--- src/rtl/forward_data_supplier_pkg.sv ---
// rtl/forward_data_supplier_pkg.sv - forwarding select encodings and history slot record
// Shared with the forwarding unit so both sides agree on select meaning.
package forward_data_supplier_pkg;

  localparam int FWD_SLOTS    = 3;
  // Slot record is sized for the pipeline datapath; DATA_WIDTH/REG_BITS must not exceed these.
  localparam int FWD_DATA_MAX = 32;
  localparam int FWD_REG_MAX  = 5;

  typedef enum logic [1:0] {
    FWD_NONE = 2'd0,
    FWD_PC4  = 2'd1,
    FWD_PC8  = 2'd2,
    FWD_PC12 = 2'd3
  } fwd_sel_e;

  typedef struct packed {
    logic                    valid;
    logic                    pending;
    logic [FWD_REG_MAX-1:0]  rd;
    logic [FWD_DATA_MAX-1:0] data;
  } fwd_slot_t;

endpackage

--- src/rtl/forward_data_supplier_if.sv ---
// rtl/forward_data_supplier_if.sv - pipeline-side bus of the forward data supplier
// master = pipeline/forwarding unit, slave = supplier.
interface forward_data_supplier_if #(
  parameter int DATA_WIDTH = 32,
  parameter int REG_BITS   = 5
);
  logic [DATA_WIDTH-1:0] EXE_Result;
  logic [REG_BITS-1:0]   EXE_WriteReg;
  logic                  EXE_RegWrite;
  logic                  EXE_Load;
  logic                  MEM_LoadValid;
  logic [DATA_WIDTH-1:0] MEM_LoadData;
  logic                  hold;
  logic [1:0]            EXE_A_Select;
  logic [1:0]            EXE_B_Select;
  logic [1:0]            MEM_Data_select;
  logic [1:0]            Branch_JR_select_A;
  logic [1:0]            Branch_JR_select_B;
  logic [DATA_WIDTH-1:0] Alt_RegA;
  logic [DATA_WIDTH-1:0] Alt_RegB;
  logic [DATA_WIDTH-1:0] Alt_MEM_Data;
  logic [DATA_WIDTH-1:0] Alt_BrA;
  logic [DATA_WIDTH-1:0] Alt_BrB;
  logic                  data_pending;
  logic                  fill_error;

  modport master (
    output EXE_Result, EXE_WriteReg, EXE_RegWrite, EXE_Load,
    output MEM_LoadValid, MEM_LoadData, hold,
    output EXE_A_Select, EXE_B_Select, MEM_Data_select,
    output Branch_JR_select_A, Branch_JR_select_B,
    input  Alt_RegA, Alt_RegB, Alt_MEM_Data, Alt_BrA, Alt_BrB,
    input  data_pending, fill_error
  );

  modport slave (
    input  EXE_Result, EXE_WriteReg, EXE_RegWrite, EXE_Load,
    input  MEM_LoadValid, MEM_LoadData, hold,
    input  EXE_A_Select, EXE_B_Select, MEM_Data_select,
    input  Branch_JR_select_A, Branch_JR_select_B,
    output Alt_RegA, Alt_RegB, Alt_MEM_Data, Alt_BrA, Alt_BrB,
    output data_pending, fill_error
  );
endinterface

--- src/rtl/forward_data_supplier_fwd_select_mux.sv ---
// rtl/forward_data_supplier_fwd_select_mux.sv - one forwarding select over the history slots
// Returns slot data (or in-flight fill data) and a load-use pending flag.
module fwd_select_mux
  import forward_data_supplier_pkg::*;
#(
  parameter int DATA_WIDTH = 32,
  parameter int REG_BITS   = 5
) (
  input  logic [1:0]                 sel,
  input  fwd_slot_t [FWD_SLOTS-1:0]  slots,
  input  logic [FWD_SLOTS-1:0]       fill_hit,
  input  logic [DATA_WIDTH-1:0]      fill_data,
  output logic [DATA_WIDTH-1:0]      data,
  output logic                       pending
);

  fwd_slot_t slot;
  logic      hit;

  always_comb begin
    slot = '0;
    hit  = 1'b0;
    case (fwd_sel_e'(sel))
      FWD_PC4:  begin slot = slots[0]; hit = fill_hit[0]; end
      FWD_PC8:  begin slot = slots[1]; hit = fill_hit[1]; end
      FWD_PC12: begin slot = slots[2]; hit = fill_hit[2]; end
      default:  begin slot = '0;       hit = 1'b0;        end
    endcase
  end

  always_comb begin
    data    = '0;
    pending = 1'b0;
    // r0 is rejected again here so a corrupted slot can never forward it.
    if (slot.valid && (slot.rd[REG_BITS-1:0] != '0)) begin
      if (hit) begin
        data = fill_data;
      end else if (slot.pending) begin
        pending = 1'b1;
      end else begin
        data = slot.data[DATA_WIDTH-1:0];
      end
    end
  end

endmodule

--- src/rtl/forward_data_supplier.sv ---
// rtl/forward_data_supplier.sv - three-deep result history with load fill and five forwarding ports
// S1/S2/S3 hold the results of the instructions at PC-4/PC-8/PC-12.
module forward_data_supplier
  import forward_data_supplier_pkg::*;
#(
  parameter int DATA_WIDTH = 32,
  parameter int REG_BITS   = 5
) (
  input  logic                   CLK,
  input  logic                   RESET,
  forward_data_supplier_if.slave bus
);

  localparam int NUM_PORTS = 5;

  fwd_slot_t [FWD_SLOTS-1:0] slot_q;
  fwd_slot_t [FWD_SLOTS-1:0] slot_d;
  fwd_slot_t [FWD_SLOTS-1:0] filled;
  fwd_slot_t                 new_s1;
  logic [FWD_SLOTS-1:0]      fill_hit;
  logic                      fill_error_q;
  logic                      fill_error_d;

  logic [NUM_PORTS-1:0][1:0]            sel_v;
  logic [NUM_PORTS-1:0][DATA_WIDTH-1:0] data_v;
  logic [NUM_PORTS-1:0]                 pend_v;

  // Returned load data always belongs to the oldest outstanding load.
  always_comb begin
    fill_hit = '0;
    if (bus.MEM_LoadValid) begin
      if (slot_q[2].valid && slot_q[2].pending) begin
        fill_hit = 3'b100;
      end else if (slot_q[1].valid && slot_q[1].pending) begin
        fill_hit = 3'b010;
      end else if (slot_q[0].valid && slot_q[0].pending) begin
        fill_hit = 3'b001;
      end
    end
  end

  always_comb begin
    new_s1         = '0;
    new_s1.valid   = bus.EXE_RegWrite && (bus.EXE_WriteReg != '0);
    new_s1.pending = new_s1.valid && bus.EXE_Load;
    new_s1.rd[REG_BITS-1:0] = bus.EXE_WriteReg;
    if (!new_s1.pending) begin
      new_s1.data[DATA_WIDTH-1:0] = bus.EXE_Result;
    end

    filled = slot_q;
    for (int i = 0; i < FWD_SLOTS; i++) begin
      if (fill_hit[i]) begin
        filled[i].pending = 1'b0;
        filled[i].data    = '0;
        filled[i].data[DATA_WIDTH-1:0] = bus.MEM_LoadData;
      end
    end

    slot_d       = filled;
    fill_error_d = fill_error_q;
    if (bus.MEM_LoadValid && (fill_hit == '0)) begin
      fill_error_d = 1'b1;
    end
    if (!bus.hold) begin
      // Filling first then shifting puts the fill at its post-shift slot; S3 falls off the end.
      slot_d = {filled[1], filled[0], new_s1};
      if (fill_hit[2]) begin
        fill_error_d = 1'b1;
      end
    end
  end

  always_ff @(posedge CLK or posedge RESET) begin
    if (RESET) begin
      slot_q       <= '0;
      fill_error_q <= 1'b0;
    end else begin
      slot_q       <= slot_d;
      fill_error_q <= fill_error_d;
    end
  end

  assign sel_v = {bus.Branch_JR_select_B, bus.Branch_JR_select_A,
                  bus.MEM_Data_select, bus.EXE_B_Select, bus.EXE_A_Select};

  for (genvar g = 0; g < NUM_PORTS; g++) begin : g_mux
    fwd_select_mux #(
      .DATA_WIDTH (DATA_WIDTH),
      .REG_BITS   (REG_BITS)
    ) u_mux (
      .sel       (sel_v[g]),
      .slots     (slot_q),
      .fill_hit  (fill_hit),
      .fill_data (bus.MEM_LoadData),
      .data      (data_v[g]),
      .pending   (pend_v[g])
    );
  end

  assign bus.Alt_RegA     = RESET ? '0 : data_v[0];
  assign bus.Alt_RegB     = RESET ? '0 : data_v[1];
  assign bus.Alt_MEM_Data = RESET ? '0 : data_v[2];
  assign bus.Alt_BrA      = RESET ? '0 : data_v[3];
  assign bus.Alt_BrB      = RESET ? '0 : data_v[4];
  assign bus.data_pending = !RESET && (|pend_v);
  assign bus.fill_error   = !RESET && fill_error_q;

endmodule

--- src/flat_wrapper.sv ---
// flat-port wrapper written by rule: the top's interface ports become plain ports
module forward_data_supplier_flat import forward_data_supplier_pkg::*;
#(
  parameter int DATA_WIDTH = 32,
  parameter int REG_BITS   = 5
)
  (CLK, RESET, bus_EXE_Result, bus_EXE_WriteReg, bus_EXE_RegWrite, bus_EXE_Load, bus_MEM_LoadValid, bus_MEM_LoadData, bus_hold, bus_EXE_A_Select, bus_EXE_B_Select, bus_MEM_Data_select, bus_Branch_JR_select_A, bus_Branch_JR_select_B, bus_Alt_RegA, bus_Alt_RegB, bus_Alt_MEM_Data, bus_Alt_BrA, bus_Alt_BrB, bus_data_pending, bus_fill_error);
  forward_data_supplier_if #(.DATA_WIDTH(DATA_WIDTH), .REG_BITS(REG_BITS)) bus_i ();
  input  logic CLK;
  input  logic RESET;
  input wire logic [$bits(bus_i.EXE_Result)-1:0] bus_EXE_Result;
  input wire logic [$bits(bus_i.EXE_WriteReg)-1:0] bus_EXE_WriteReg;
  input wire logic [$bits(bus_i.EXE_RegWrite)-1:0] bus_EXE_RegWrite;
  input wire logic [$bits(bus_i.EXE_Load)-1:0] bus_EXE_Load;
  input wire logic [$bits(bus_i.MEM_LoadValid)-1:0] bus_MEM_LoadValid;
  input wire logic [$bits(bus_i.MEM_LoadData)-1:0] bus_MEM_LoadData;
  input wire logic [$bits(bus_i.hold)-1:0] bus_hold;
  input wire logic [$bits(bus_i.EXE_A_Select)-1:0] bus_EXE_A_Select;
  input wire logic [$bits(bus_i.EXE_B_Select)-1:0] bus_EXE_B_Select;
  input wire logic [$bits(bus_i.MEM_Data_select)-1:0] bus_MEM_Data_select;
  input wire logic [$bits(bus_i.Branch_JR_select_A)-1:0] bus_Branch_JR_select_A;
  input wire logic [$bits(bus_i.Branch_JR_select_B)-1:0] bus_Branch_JR_select_B;
  output wire logic [$bits(bus_i.Alt_RegA)-1:0] bus_Alt_RegA;
  output wire logic [$bits(bus_i.Alt_RegB)-1:0] bus_Alt_RegB;
  output wire logic [$bits(bus_i.Alt_MEM_Data)-1:0] bus_Alt_MEM_Data;
  output wire logic [$bits(bus_i.Alt_BrA)-1:0] bus_Alt_BrA;
  output wire logic [$bits(bus_i.Alt_BrB)-1:0] bus_Alt_BrB;
  output wire logic [$bits(bus_i.data_pending)-1:0] bus_data_pending;
  output wire logic [$bits(bus_i.fill_error)-1:0] bus_fill_error;
  assign bus_i.EXE_Result = bus_EXE_Result;
  assign bus_i.EXE_WriteReg = bus_EXE_WriteReg;
  assign bus_i.EXE_RegWrite = bus_EXE_RegWrite;
  assign bus_i.EXE_Load = bus_EXE_Load;
  assign bus_i.MEM_LoadValid = bus_MEM_LoadValid;
  assign bus_i.MEM_LoadData = bus_MEM_LoadData;
  assign bus_i.hold = bus_hold;
  assign bus_i.EXE_A_Select = bus_EXE_A_Select;
  assign bus_i.EXE_B_Select = bus_EXE_B_Select;
  assign bus_i.MEM_Data_select = bus_MEM_Data_select;
  assign bus_i.Branch_JR_select_A = bus_Branch_JR_select_A;
  assign bus_i.Branch_JR_select_B = bus_Branch_JR_select_B;
  assign bus_Alt_RegA = bus_i.Alt_RegA;
  assign bus_Alt_RegB = bus_i.Alt_RegB;
  assign bus_Alt_MEM_Data = bus_i.Alt_MEM_Data;
  assign bus_Alt_BrA = bus_i.Alt_BrA;
  assign bus_Alt_BrB = bus_i.Alt_BrB;
  assign bus_data_pending = bus_i.data_pending;
  assign bus_fill_error = bus_i.fill_error;
  forward_data_supplier #(.DATA_WIDTH(DATA_WIDTH), .REG_BITS(REG_BITS)) u_core (.CLK(CLK), .RESET(RESET), .bus(bus_i));
endmodule
--- config.mk ---
export PLATFORM = sky130hd
export DESIGN_NAME = forward_data_supplier_flat
export DESIGN_NICKNAME = d
export VERILOG_FILES = /design/src/rtl/forward_data_supplier_pkg.sv /design/src/rtl/forward_data_supplier_if.sv /design/src/rtl/forward_data_supplier_fwd_select_mux.sv /design/src/rtl/forward_data_supplier.sv /design/src/flat_wrapper.sv
export SDC_FILE = /design/constraint.sdc
export NUM_CORES = 1
export LEC_CHECK = 0
export BUFFER_PORTS_ARGS = -buffer_cell sky130_fd_sc_hd__buf_2
export CORE_AREA = 2 2 206 127
export DETAILED_ROUTE_END_ITERATION = 6
export DIE_AREA = 0 0 208 129
export GPL_ROUTABILITY_DRIVEN = 0
export PLACE_DENSITY = 0.79
export REMOVE_ABC_BUFFERS = 1
export SKIP_CTS_REPAIR_TIMING = 1
export SLEW_MARGIN = 25
export SYNTH_ARGS = -nofsm -noshare
export SYNTH_HDL_FRONTEND = slang
export SYNTH_HIERARCHICAL = 1
export SYNTH_SLANG_ARGS = --single-unit
--- constraint.sdc ---
create_clock -name CLK -period 8.7 [get_ports CLK]
set_input_delay 0.435 -clock CLK [delete_from_list [all_inputs] [get_ports CLK]]
set_output_delay 0.435 -clock CLK [all_outputs]
set_load 0.005 [all_outputs]
==> run_results.csv <==
group,metric,value,unit
timing,setup_viol,0,
synth,synth-seq-cells,118,
finish,final_area,15400,um2
synth,synth_xor_area_share,0,%
clocking,clk_latency,0.44,ns
finish,mostFrequentLayoutCells,"248 x nand2_1, 244 x buf_2, 235 x mux2i_1",
placement,port_buffers,246,
placement,hpwl,32.1,mm
timing,skew,0.0150,ns
run,cap_violations,0,
critical_path,crit_family,"simple AND/OR/NAND/NOR gates",
floorplanning,die_area,26800,um2
placement,placed_area,14600,um2
timing,rsz0062_at_grt,"no",
outcome,failed_checks,"design-rule violations",
worst_hold_path,min_from,"bus_EXE_Result[17]",
synth,netlist_area,13700,um2
clocking,cts_buffers,17,
timing,finalCriticalPeriod,4.45,ns
global_route,grt_first_pass_wirelength,80.9,mm
critical_path,reg2reg_from,"u_core/slot_q[76]$_DFF_PP0_",
routing,ant_nets,0,
critical_path,cp-start-kind,"flop",
floorplanning,die_w,208,um
critical_path,crit_chain,"nand3_4, inv_1, mux2_2, a22o_2, nand2_1, a21oi_2, nor2b_1, buf_2",
critical_path,crit_type,"reg2out",
routing,drt-vias-per-instance,7.11,
pwr,p_per_area,168,nW/um2
finish,seq_area,2950,um2
outcome,outcome,"finished, violations left",
pwr,leakage,0.00694,uW
timing,setup_tns,0,ns
clocking,cts.sinks,118,
critical_path,worstPathRequired,8.27,ns
global_route,grt_util_all_layers,38.6,%
synth,synth_top_family_by_area,"multiplexers",
routing,firstDrtPassIters,7,
pwr,irDropWorstVdd,0.156,mV
clocking,htree_levels,4,
routing,wl_per_cell,26.5,um
critical_path,worstPathBufferInverterCount,2,
clocking,cts_tree,"done",
clocking,cts_root_buf,"clkbuf_16",
floorplanning,core_area,24900,um2
critical_path,end_kind,"output pin",
finish,n_fill_cell,2155,
floorplanning,rows,45,
finish,drive_gt1_share,35.0,%
floorplanning,start_util,55.2,%
synth,synth-seq-area-share,21.5,%
global_route,antenna_found_initial,1,
synth,synth_compound_area_share,24.5,%
synth,synthMuxAreaShare,26.7,%
critical_path,cp_max_fo,35,
timing,whs,0.201,ns
global_route,gr-total-overflow,0,
synth,synth.avg_cell_area,8.73,um2
critical_path,max_stage_delay,0.78,ns
finish,area_growth_syn_to_layout,12.0,%
worst_hold_path,whs_path_depth,2,
routing,vias,14500,
timing,worstMarginPinSlew,1.01,ns
global_route,grt_pass1_vias,14000,
floorplanning,die_h,129,um
critical_path,ff2ff_path_depth,5,
critical_path,r2r_slack,6.32,ns
global_route,grt_max_degree,90,
routing,drtIter0Drc,2679,
synth,netlist_instances,1574,
worst_hold_path,hold_end,"u_core/slot_q[17]$_DFF_PP0_",
synth,ys_types,36,
routing,finalWirelength,54.2,mm
critical_path,cpMaxStageDelayCell,"a22o_2",
timing,period_share,51.1,%
critical_path,cp-startpoint,"u_core/filled[116]$_DFFE_PP0N_",
clocking,max-clock-path-buffers,2,
critical_path,r2r-end,"u_core/slot_q[60]$_DFF_PP0_",
finish,multi_input_area,9780,um2
finish,final_common_cell,"nand2_1",
worst_hold_path,hp-class,"in2reg",
routing,drcViolationCount,2,
synth,yosys.area_share.simple,19.8,%
synth,yosysWarnings,6,
timing,finalHoldViolations,0,
timing,slew_headroom,32.4,%
synth,synthAdderAreaFrac,0,%
critical_path,cp_data_arrival_time,4.01,ns
finish,nNetsFinal,1782,
timing,fmax,225,MHz
timing,final_max_slew_viol_count,0,
floorplanning,pin_count,247,
clocking,path_clk_slew,0.06,ns
## through the flow
step / instances / total power [uW] / utilization [%] / setup slack (ns)
2_1_floorplan: 1404 / 1370 / - / 4.74
3_3_place_gp: 2002 / 1680 / 58.6 / 4.67
3_5_place_dp: 2004 / 1720 / 58.8 / 4.74
4_1_cts: 2036 / 2520 / 61.5 / 4.25
5_1_grt: 2040 / 2660 / 61.8 / 4.19
6_report: 2040 / 2590 / 61.8 / 4.25
## worst max path at each step
stage / end / cells past startpoint
after floorplan: bus_Alt_BrA[10] / 8
after global placement: bus_data_pending / 9
after detailed placement: bus_data_pending / 10
after CTS: bus_Alt_BrA[17] / 8
after global routing: bus_Alt_BrB[31] / 8
final: bus_Alt_MEM_Data[14] / 8
## cells in the mapped netlist, drive strengths merged
| library cell | number | share of area (%) |
|---|---|---|
| nand2 | 248 | 6.8 |
| and2b | 5 | 0.36 |
| o22ai | 1 | 0.046 |
| nand3 | 89 | 3.3 |
| a31oi | 1 | 0.091 |
| a22oi | 15 | 1.5 |
| o21ai | 3 | 0.11 |
| nand4 | 1 | 0.046 |
| inv | 5 | 0.15 |
| a311o | 1 | 0.073 |
| mux2 | 117 | 9.6 |
| or4 | 20 | 1.1 |
| mux2i | 235 | 17 |
| nor2b | 161 | 7.3 |
| buf | 113 | 5.9 |
| nor2 | 3 | 0.082 |
| a22o | 90 | 5.8 |
| clkbuf | 57 | 1.6 |
| a21oi | 161 | 10 |
| a21boi | 1 | 0.082 |
| nor3 | 22 | 0.80 |
| o2111ai | 75 | 4.8 |
| o2bb2ai | 32 | 2.0 |
| dfrtp | 118 | 21 |
## worst reg2reg max path, delay by kind of cell (launching register included)
kind	cells	cell delay, ns
buffers and inverters	1	0.65
DFF	1	0.59
muxes	2	0.64
and+or+nand+nor	2	0.33
## cell families after synthesis
group,count (synthesis)
AO/OA/AOI/OAI,380
multiplexers,352
buffers and inverters,175
flip-flops,118
AND/OR/NAND/NOR,549
## final cells by class
type	count	area share, %
Multi-Input combinational cell	1281	63.6
Sequential cell	118	19.2
Timing Repair Buffer	274	10.1
Clock buffer	20	2.97
Tap cell	329	2.68
Clock inverter	12	1.30
Inverter	5	0.163
Antenna cell	1	0.0163
## layer usage
layer  part of all wire, %  up-vias  global-route usage, %
li1                      -     6048                      -
met1                    39     6720                   52.2
met2                    41     1443                   56.5
met3                    15      286                   12.4
met4                   4.4        0                   17.6
met5                     0        -                      0
## registers in the layout (all words and copies together) (netlist names)
name	count
u_core/filled	18
u_core/fill_error_q	1
u_core/slot_q	99
## power breakdown
part	internal (uW)	total (uW)	switching (uW)	leakage, uW
Sequential	640	812	172	0.00146
Clock	523	806	283	0.000312
Combinational	412	968	556	0.00517
Total	1570	2590	1010	0.00694
(Power assumes the default switching activity.)
